===== src/rtl/jsfq_pkg.sv =====
`default_nettype none
// ============================================================================
// Module      : jsfq_pkg
// Description : Shared types, default timing constants and helpers for the
//               cycle-accurate SFQ cell library (splitter / merger / JTL).
// Revision    : 1.0 - initial release
// ============================================================================
package jsfq_pkg;

    // Merger / splitter control state
    typedef enum logic [0:0] {
        IDLE = 1'b0,
        DEAD = 1'b1
    } state_t;

    // Library default timing, in clock cycles
    localparam int JSFQ_DELAY    = 4;
    localparam int JSFQ_PULSE_W  = 2;
    localparam int JSFQ_INTERVAL = 7;

    // Saturating add on up to 32-bit counters: returns min(a + inc, max_v).
    // Callers zero-extend their counter and truncate the result back.
    function automatic logic [31:0] sat_add(
        input logic [31:0] a,
        input logic [31:0] inc,
        input logic [31:0] max_v
    );
        logic [32:0] sum;
        sum = {1'b0, a} + {1'b0, inc};
        if (sum > {1'b0, max_v}) begin
            return max_v;
        end
        return sum[31:0];
    endfunction

endpackage : jsfq_pkg
`default_nettype wire


===== src/rtl/jsfq_pulse_line.sv =====
`default_nettype none
// ============================================================================
// Module      : jsfq_pulse_line
// Description : Fixed propagation delay plus output pulse stretcher. A trig
//               sampled high at edge t drives pulse high on edges
//               t+DELAY .. t+DELAY+PULSE_W-1. Triggers must be spaced by more
//               than PULSE_W cycles (guaranteed by the owning cell).
// Revision    : 1.0 - initial release
// ============================================================================
module jsfq_pulse_line #(
    parameter int DELAY   = 4,
    parameter int PULSE_W = 2
) (
    input  logic clk,
    input  logic rst,
    input  logic trig,
    output logic pulse
);

    localparam int SW = (PULSE_W > 1) ? $clog2(PULSE_W) : 1;
    localparam logic [SW-1:0] STRETCH_LOAD = SW'(PULSE_W - 1);

    logic [DELAY-1:0] dly;
    logic [SW-1:0]    stretch;

    // Delay shift register feeding a registered pulse stretcher
    always_ff @(posedge clk) begin
        if (rst) begin
            dly     <= '0;
            stretch <= '0;
            pulse   <= 1'b0;
        end else begin
            dly[0] <= trig;
            for (int i = 1; i < DELAY; i++) begin
                dly[i] <= dly[i-1];
            end
            if (dly[DELAY-1]) begin
                pulse   <= 1'b1;
                stretch <= STRETCH_LOAD;
            end else if (stretch != '0) begin
                pulse   <= 1'b1;
                stretch <= stretch - 1'b1;
            end else begin
                pulse   <= 1'b0;
            end
        end
    end

endmodule : jsfq_pulse_line
`default_nettype wire


===== src/rtl/jmrg3.sv =====
`default_nettype none
// ============================================================================
// Module      : jmrg3
// Description : SFQ 3-input merger (confluence buffer). Rising edges on
//               dinA/dinB/dinC are merged onto dout with a fixed delay, fixed
//               pulse width and a dead window of INTERVAL cycles between
//               accepted events. Accepted / rejected edges are counted with
//               saturation.
//               Optional macro JMRG3_QUEUE_EN: edges arriving in the dead
//               window are held in a 2-bit pending counter and replayed as
//               soon as the window closes instead of being dropped.
// Revision    : 1.0 - initial release
// ============================================================================
module jmrg3
    import jsfq_pkg::*;
#(
    parameter int DELAY    = JSFQ_DELAY,
    parameter int PULSE_W  = JSFQ_PULSE_W,
    parameter int INTERVAL = JSFQ_INTERVAL,
    parameter int CNT_W    = 16           // 1..32
) (
    input  logic             clk,
    input  logic             rst,
    input  logic             dinA,
    input  logic             dinB,
    input  logic             dinC,
    output logic             dout,
    output logic [CNT_W-1:0] acc_cnt,
    output logic [CNT_W-1:0] drop_cnt,
    output logic             busy
);

    localparam int DEAD_W = $clog2(INTERVAL);
    localparam logic [DEAD_W-1:0] DEAD_LOAD = DEAD_W'(INTERVAL - 1);
    localparam logic [31:0] CNT_MAX =
        (CNT_W >= 32) ? 32'hFFFF_FFFF : ((32'd1 << CNT_W) - 32'd1);

    state_t            state;
    logic [DEAD_W-1:0] dead_cnt;
    logic              prev_a;
    logic              prev_b;
    logic              prev_c;
    logic [2:0]        edges;
    logic [1:0]        n_edges;
    logic              accept;
    logic [1:0]        drop_inc;

`ifdef JMRG3_QUEUE_EN
    logic [1:0]        pending;
    logic [1:0]        pend_next;
    logic [2:0]        pend_sum;
`endif

    assign edges   = {dinA & ~prev_a, dinB & ~prev_b, dinC & ~prev_c};
    assign n_edges = {1'b0, edges[0]} + {1'b0, edges[1]} + {1'b0, edges[2]};

    // Accept / drop decision for this cycle's edges
    always_comb begin
        accept   = 1'b0;
        drop_inc = 2'd0;
`ifdef JMRG3_QUEUE_EN
        pend_sum  = {1'b0, pending};
        pend_next = pending;
        if (state == IDLE) begin
            if (pending != 2'd0) begin
                // replay one queued event; any fresh edge joins the queue
                accept   = 1'b1;
                pend_sum = {1'b0, pending - 2'd1} + {1'b0, n_edges};
            end else if (n_edges != 2'd0) begin
                accept   = 1'b1;
                drop_inc = n_edges - 2'd1;
            end
        end else begin
            pend_sum = {1'b0, pending} + {1'b0, n_edges};
        end
        if (pend_sum > 3'd3) begin
            pend_next = 2'd3;
            drop_inc  = 2'(pend_sum - 3'd3);
        end else begin
            pend_next = pend_sum[1:0];
        end
`else
        if (state == IDLE) begin
            if (n_edges != 2'd0) begin
                accept   = 1'b1;
                drop_inc = n_edges - 2'd1;
            end
        end else begin
            drop_inc = n_edges;
        end
`endif
    end

    // Control FSM, edge history, dead-window timer and statistics
    always_ff @(posedge clk) begin
        if (rst) begin
            state    <= IDLE;
            dead_cnt <= '0;
            busy     <= 1'b0;
            prev_a   <= 1'b0;
            prev_b   <= 1'b0;
            prev_c   <= 1'b0;
            acc_cnt  <= '0;
            drop_cnt <= '0;
`ifdef JMRG3_QUEUE_EN
            pending  <= 2'd0;
`endif
        end else begin
            prev_a <= dinA;
            prev_b <= dinB;
            prev_c <= dinC;
            if (accept) begin
                state    <= DEAD;
                dead_cnt <= DEAD_LOAD;
                busy     <= 1'b1;
            end else if (state == DEAD) begin
                // the window closes on the cycle the timer reaches zero
                if (dead_cnt <= DEAD_W'(1)) begin
                    state    <= IDLE;
                    dead_cnt <= '0;
                    busy     <= 1'b0;
                end else begin
                    dead_cnt <= dead_cnt - 1'b1;
                end
            end
            acc_cnt  <= CNT_W'(sat_add(32'(acc_cnt), 32'(accept), CNT_MAX));
            drop_cnt <= CNT_W'(sat_add(32'(drop_cnt), 32'(drop_inc), CNT_MAX));
`ifdef JMRG3_QUEUE_EN
            pending  <= pend_next;
`endif
        end
    end

    jsfq_pulse_line #(
        .DELAY   (DELAY),
        .PULSE_W (PULSE_W)
    ) u_pulse_line (
        .clk   (clk),
        .rst   (rst),
        .trig  (accept),
        .pulse (dout)
    );

endmodule : jmrg3
`default_nettype wire


===== config.mk =====
export PLATFORM = sky130hd
export DESIGN_NAME = jmrg3
export DESIGN_NICKNAME = d
export VERILOG_FILES = /design/src/rtl/jsfq_pkg.sv /design/src/rtl/jsfq_pulse_line.sv /design/src/rtl/jmrg3.sv
export SDC_FILE = /design/constraint.sdc
export NUM_CORES = 1
export LEC_CHECK = 0
export CORE_ASPECT_RATIO = 0.7
export CORE_MARGIN = 2
export CORE_UTILIZATION = 51
export DETAILED_ROUTE_END_ITERATION = 7
export GPL_TIMING_DRIVEN = 0
export PLACE_DENSITY = 0.79
export SKIP_LAST_GASP = 1
export SLEW_MARGIN = 20
export SYNTH_ARGS = -nofsm -noshare
export SYNTH_HDL_FRONTEND = slang
export SYNTH_HIERARCHICAL = 1
export SYNTH_SLANG_ARGS = --single-unit

===== constraint.sdc =====
create_clock -name clk -period 3.65 [get_ports clk]
set_input_delay 0.365 -clock clk [delete_from_list [all_inputs] [get_ports clk]]
set_output_delay 0.365 -clock clk [all_outputs]
set_load 0.005 [all_outputs]

### Yosys cells after proc, flatten, opt, wreduce, memory -nomap -nowiden

Cells that the tools add are included.

* logic and storage cells: 58
* output and inout port bits: 34
* input port bits: 5
* register bits after elaboration: 46

* bitwise operators: 6
* add/subtract/negate cells: 7
* magnitude comparators: 3
* muxes and demuxes: 25
* reduce and logical (&&, ||, !) cells: 5

Operators with widths (number)
* $mux 16: 4
* $gt 17x16->1 const B: 2
* $add 16x1->17: 1
* $add 16x2->17: 1
* $mux 1: 16
* $mux 3: 3
* $reduce_bool 2->1: 3
* $mux 2: 2
* $and 1x1->1: 3
* $le 3x1->1 const B: 1
* $not 1->1: 3
* $sub 3x1->3 const B: 1
* $add 1x1->2: 1
* $add 2x1->2: 1
* $reduce_and 2->1: 1
* $reduce_or 2->1: 1
* $sub 2x1->2 const B: 1
* $sub 1x1->1 const B: 1

### Depth between registers and ports, before layout

Gate-level depths: netlist (run 1).

* depth in word-level cells: 12
* mapped depth: 11
* gate-level depth less buffers: 11

### Hierarchy

The synthesis (run 1) kept the hierarchy.

Modules (own cells, without submodules)
* jmrg3: cells an instance 210, sequential area each 800.8 um^2, times used 1, area an instance 1851.8 um^2
* jsfq_pulse_line: cells an instance 12, sequential area each 120.1 um^2, times used 1, area an instance 173.9 um^2

### Worst setup path after synthesis (run 1)

No wires, ideal clock.

* path type: input -> register
* from: in dinC
* to: reg drop_cnt[11]
* path slack: 0.818 ns
* path buffers: 1
* cell stages on the path: 11
* data arrival time: 2.761 ns
* data required time: 3.579 ns
* library setup time: 0.071 ns
* path through: nand2b_1 > fa_1 > nand2_1 > o21ai_0 > ha_1 > inv_1 > fa_1 > nor4_2 > nand2_1 > clkbuf_1 > a21oi_1

* cells in the longest elaborated chain, start to end: 11
* elaborated cells on any way between the ends: 12
* those cells by class: 4 x add/sub; 1 x order compare; 5 x mux; 1 x bitwise; 1 x reduce/logical

Ends and longest elaborated chain
* start, declared: line jmrg3.sv:26 `input logic dinC,`
* $and 1x1->1 (*): line jmrg3.sv:54 `assign edges = {dinA & ~prev_a, dinB & ~prev_b, dinC & ~prev_c};`
* $add 1x1->2 (*): line jmrg3.sv:55 `assign n_edges = {1'b0, edges[0]} + {1'b0, edges[1]} + {1'b0, edges[2]};`
* $add 2x1->2 (*): line jmrg3.sv:55
* $sub 2x1->2 or $reduce_bool 2->1 (tied branches): line jmrg3.sv:86, jmrg3.sv:84
* $mux 2: line jmrg3.sv:84 `if (n_edges != 2'd0) begin`
* $mux 2 (*): line jmrg3.sv:83 `if (state == IDLE) begin`
* $add 16x2->17 (*): line jsfq_pkg.sv:29 `sum = {1'b0, a} + {1'b0, inc};`
* $gt 17x16->1: line jsfq_pkg.sv:30 `if (sum > {1'b0, max_v}) begin`
* $mux 1: line jsfq_pkg.sv:30
* $mux 1: line jmrg3.sv:96 `if (rst) begin`
* $mux 16 (*): line jsfq_pkg.sv:33 `return sum[31:0];`
* end signal, assigned: line jmrg3.sv:127 `drop_cnt <= CNT_W'(sat_add(32'(drop_cnt), 32'(drop_inc), CNT_MAX));`
* end, declared: line jmrg3.sv:29 `output logic [CNT_W-1:0] drop_cnt,`

Every way passes the cells marked *; elsewhere a longest branch is shown, timed or not. The select of a mux whose other input is x is not followed.
A chain may end at the register's enable or synchronous reset.

### Final worst setup path (run 1)

* from: in dinC
* to: reg drop_cnt[3]

The elaborated chain is that of the path after synthesis.

==> run_results.csv, run 1 <==
group,metric,value,unit
status,status,"completed",
min_path,hold_depth,1,
yosys,synth_sequential_area_ratio,45.5,%
yosys,synth.mux.area_fraction,0,%
yosys,ys_top_cells_by_area,"sky130_fd_sc_hd__dfxtp_1 (45%), sky130_fd_sc_hd__a21oi_1 (8.4%), sky130_fd_sc_hd__xnor2_1 (4.8%)",
placed_design,routabilityCongestion,0.804,
sta,worst_slew_pin_slew,0.581,ns
yosys,post_synth_instance_area,2030,um2
yosys,postSynth.topFlopCell,"sky130_fd_sc_hd__dfxtp_1",
floorplanning,std_cell_rows,19,
yosys,synthDominantCellAreaShare,45.5,%
yosys,ys_ff_latch,46,
critical_path,r2r_cells,11,
global_routing,first_global_vias,1588,
floorplanning,core-area,3870,um2
placed_design,dp_hpwl,3.17,mm
global_routing,grt_max_degree,16,
cts,htree_levels,2,
final_layout,total_number_of_nets_in_the_final_design,279,
final_layout,share_of_final_layout_standard_cells_stronger_than_drive_strength_1,6.34,%
detailed_routing,detailroute.via_count,1726,
yosys,synth_warnings,6,
sta,fin_hold_viols,0,
critical_path,crit_required,3.88,ns
detailed_routing,remaining_drc_errors,0,
floorplanning,die_area,4500,um2
detailed_routing,via_per_inst,5.39,
global_routing,grt_overflow_total,0,
critical_path,worst_path_dominant_cell_family,"adder cells",
cts,holdBufCountCts,0,
min_path,hold_path.class,"register to register",
critical_path,cp-start-kind,"primary input",
critical_path,worst_setup_path_end_kind,"register",
critical_path,crit_type,"primary input to register",
critical_path,critPathArrivalTime,3.55,ns
yosys,synth_cell_types,38,
sta,slew_violations,0,
global_routing,first_pass_grt_wire_length,7.36,mm
job,cap_viol_max_count,0,
final_layout,insertedDiodeCount,0,
placed_design,portBuffers,38,
critical_path,critPathSlowestCell,"sky130_fd_sc_hd__fa_1",
critical_path,cp.depth,12,
cts,clock_tree_from_tritoncts,"built",
power_and_ir_drop,pwr_density_cell,416,nW/um2
sta,worst_slack,0.327,ns
yosys,synth-async-reset-ratio,0,%
global_routing,global_route.usage.total,21.1,%
sta,tightest_slew_margin_relative_to_the_limit,60.9,%
detailed_routing,route.antenna.remaining_nets,0,
yosys,synth_fp_nets,234,
yosys,post_synth_and_or_nand_nor_area_fraction,23.2,%
detailed_routing,wl,4.45,mm
yosys,synth-compound-area-share,15.0,%
yosys,yosys.area_share.xor_xnor,7.78,%
floorplanning,top_level_ports,39,
yosys,syn_area_per_cell,9.12,um2
floorplanning,die_h,56.7,um
critical_path,setup_slack_reg_to_reg,0.48,ns
sta,finalWorstPathRequiredPeriod,3.32,ns
sta,post_route_clock_period_utilization,91.0,%
cts,clk_latency,0.31,ns
sta,clock_skew,0.00810,ns
critical_path,critical-path-max-stage-delay,0.61,ns
cts,cts_inserted_buffers,5,
critical_path,path_max_fanout,10,
sta,grt_setup_unrepaired,"false",
placed_design,dp_worst_setup_slack,-0.132,ns
yosys,synthCells,222,
yosys,synth_area_leader_cell,"sky130_fd_sc_hd__dfxtp_1",
critical_path,critPathBufInv,3,
critical_path,crit_chain,"clkdlybuf4s50_1 > nand2b_1 > fa_1 > nand2_1 > o21ai_0 > ha_1 > inv_1 > fa_1 > nor4_4 > nand2_1 > clkbuf_1 > a21oi_1",
placed_design,dpl_cell_area,2470,um2
floorplanning,initial_utilization,52.3,%
yosys,synth-edff-count,0,
cts,clk_pin_slew_worst_paths,0.09,ns
power_and_ir_drop,vdd.ir_drop.worst,0.318,mV
final_layout,synthToLayoutAreaGrowth,28.0,%
global_routing,grt_antenna_before_repair,0,
yosys,yosys.area_share.adder,5.06,%
detailed_routing,route.detailed.wl_per_inst,13.9,um
cts,clock_tree.root_cell,"sky130_fd_sc_hd__clkbuf_8",
cts,sinks_on_the_clock_net,46,
yosys,synth_top_family_by_area,"simple AND/OR/NAND/NOR gates",
sta,setup_viol_count_final,0,
detailed_routing,number_of_violations_reported_at_the_end_of_detailed_routing_iteration_0,115,
detailed_routing,drtPass1Iterations,4,
cts,cts-root-to-sink-buffers,2,
sta,fmax,301,MHz
power_and_ir_drop,total_leakage_power,0.900,nW
final_layout,stdcell_area,2590,um2
floorplanning,die_width,79.3,um
## sequential cells by signal, summed over array words and instances, names as in the netlist
signal and flops:
acc_cnt 16, u_pulse_line/pulse 1, prev_b 1, prev_c 1, u_pulse_line/stretch 1, prev_a 1
state 1, drop_cnt 16, u_pulse_line/dly 4, dead_cnt 3, busy 1
## cell families after synthesis
kind of cell	Yosys count
simple gates	81
compound gates	51
flops	46
buf+inv	19
xor+xnor	18
fa+ha+maj	7
## metal layers
metal | up-vias | GRT usage (%) | part of all wire (%)
met1 | 784 | 31.0 | 52
met3 | 10 | 5.47 | 4.4
met2 | 49 | 29.7 | 42
met4 | 0 | 7.88 | 1.9
met5 | - | 0 | 0
li1 | 883 | - | -
## cells in the final DEF, fill, tap and decap left out, types with 2 or more instances in the layout
| cell type | count |
|---|---|
| sky130_fd_sc_hd__dfxtp_1 | 46 |
| sky130_fd_sc_hd__clkdlybuf4s50_1 | 38 |
| sky130_fd_sc_hd__a21oi_1 | 34 |
| sky130_fd_sc_hd__nand2_1 | 15 |
| sky130_fd_sc_hd__inv_1 | 11 |
| sky130_fd_sc_hd__xnor2_1 | 11 |
| sky130_fd_sc_hd__nor2_1 | 10 |
| sky130_fd_sc_hd__nand3_1 | 8 |
| sky130_fd_sc_hd__clkbuf_1 | 7 |
| sky130_fd_sc_hd__xor2_1 | 7 |
| sky130_fd_sc_hd__nor4_1 | 6 |
| sky130_fd_sc_hd__nor2b_1 | 6 |
| sky130_fd_sc_hd__nand4_1 | 5 |
| sky130_fd_sc_hd__nor3_1 | 5 |
| sky130_fd_sc_hd__ha_1 | 5 |
| sky130_fd_sc_hd__clkbuf_8 | 5 |
| sky130_fd_sc_hd__and2b_2 | 5 |
| sky130_fd_sc_hd__nand2b_1 | 4 |
| sky130_fd_sc_hd__and3_1 | 4 |
| sky130_fd_sc_hd__and2_1 | 3 |
| sky130_fd_sc_hd__a211oi_1 | 3 |
| sky130_fd_sc_hd__a311oi_1 | 3 |
| sky130_fd_sc_hd__o21ai_0 | 2 |
| sky130_fd_sc_hd__a41oi_1 | 2 |
| sky130_fd_sc_hd__a32o_1 | 2 |
| sky130_fd_sc_hd__or3_1 | 2 |
| sky130_fd_sc_hd__a31oi_1 | 2 |
| sky130_fd_sc_hd__fa_1 | 2 |
| sky130_fd_sc_hd__clkinvlp_4 | 2 |
## cell type report
cell class / count / area [um2]
Buffer: 8 / 30.0
Clock buffer: 5 / 68.8
Clock inverter: 3 / 45.0
Fill cell: 320 / 1280
Inverter: 11 / 41.3
Multi-Input combinational cell: 157 / 1040
Sequential cell: 46 / 921
Tap cell: 52 / 65.1
Timing Repair Buffer: 38 / 380
## synthesized netlist by cell type, drive strengths merged, types with 4 or more instances
| library cell | number |
|---|---|
| a21oi | 34 |
| and2b | 5 |
| and3 | 4 |
| clkbuf | 7 |
| dfxtp | 46 |
| ha | 5 |
| inv | 11 |
| nand2 | 15 |
| nand2b | 4 |
| nand3 | 9 |
| nand4 | 5 |
| nor2 | 10 |
| nor2b | 6 |
| nor3 | 5 |
| nor4 | 7 |
| xnor2 | 11 |
| xor2 | 7 |
## where the power goes
part | switching, mW | internal [mW] | total [mW]
clock | 0.183 | 0.204 | 0.387
combinational | 0.0701 | 0.0694 | 0.140
sequential | 0.0236 | 0.530 | 0.553
## path summary, 6_finish.rpt
kind	from	end
setup / recovery	dinC	drop_cnt[3]
hold / removal	u_pulse_line/stretch	u_pulse_line/pulse
setup reg to reg	prev_c	drop_cnt[3]
hold reg to reg	u_pulse_line/stretch	u_pulse_line/pulse
## through the flow
stage / setup TNS [ns] / cells / hold WS, ns / utilization (%) / power [mW]
3_5_place_dp: -1.22 / 312 / 0.433 / 63.8 / 0.702
3_3_place_gp: -0.110 / 312 / 0.424 / 63.8 / 0.693
2_1_floorplan: 0 / 222 / 0.421 / - / 0.639
6_report: 0 / 320 / 0.450 / 66.9 / 1.08
5_1_grt: 0 / 320 / 0.463 / 66.9 / 1.13
4_1_cts: 0 / 320 / 0.454 / 66.7 / 1.08
## what timing repair did
item                       4_1_cts  5_1_grt
buffers inserted                 0        0
setup endpoints to repair        0       10
gates resized for setup          0        1
No activity file was read; power rests on OpenSTA's default activity.
==> run 2, diff against run 1 <==
--- a/config.mk
+++ b/config.mk
@@ -12,7 +12,7 @@
 export GPL_TIMING_DRIVEN = 0
 export PLACE_DENSITY = 0.79
 export SKIP_LAST_GASP = 1
-export SLEW_MARGIN = 20
+export SLEW_MARGIN = 40
 export SYNTH_ARGS = -nofsm -noshare
 export SYNTH_HDL_FRONTEND = slang
 export SYNTH_HIERARCHICAL = 1
==> results of run 2 <==
Same layout as run 1: the final DEF is identical, and so are final timing and power.
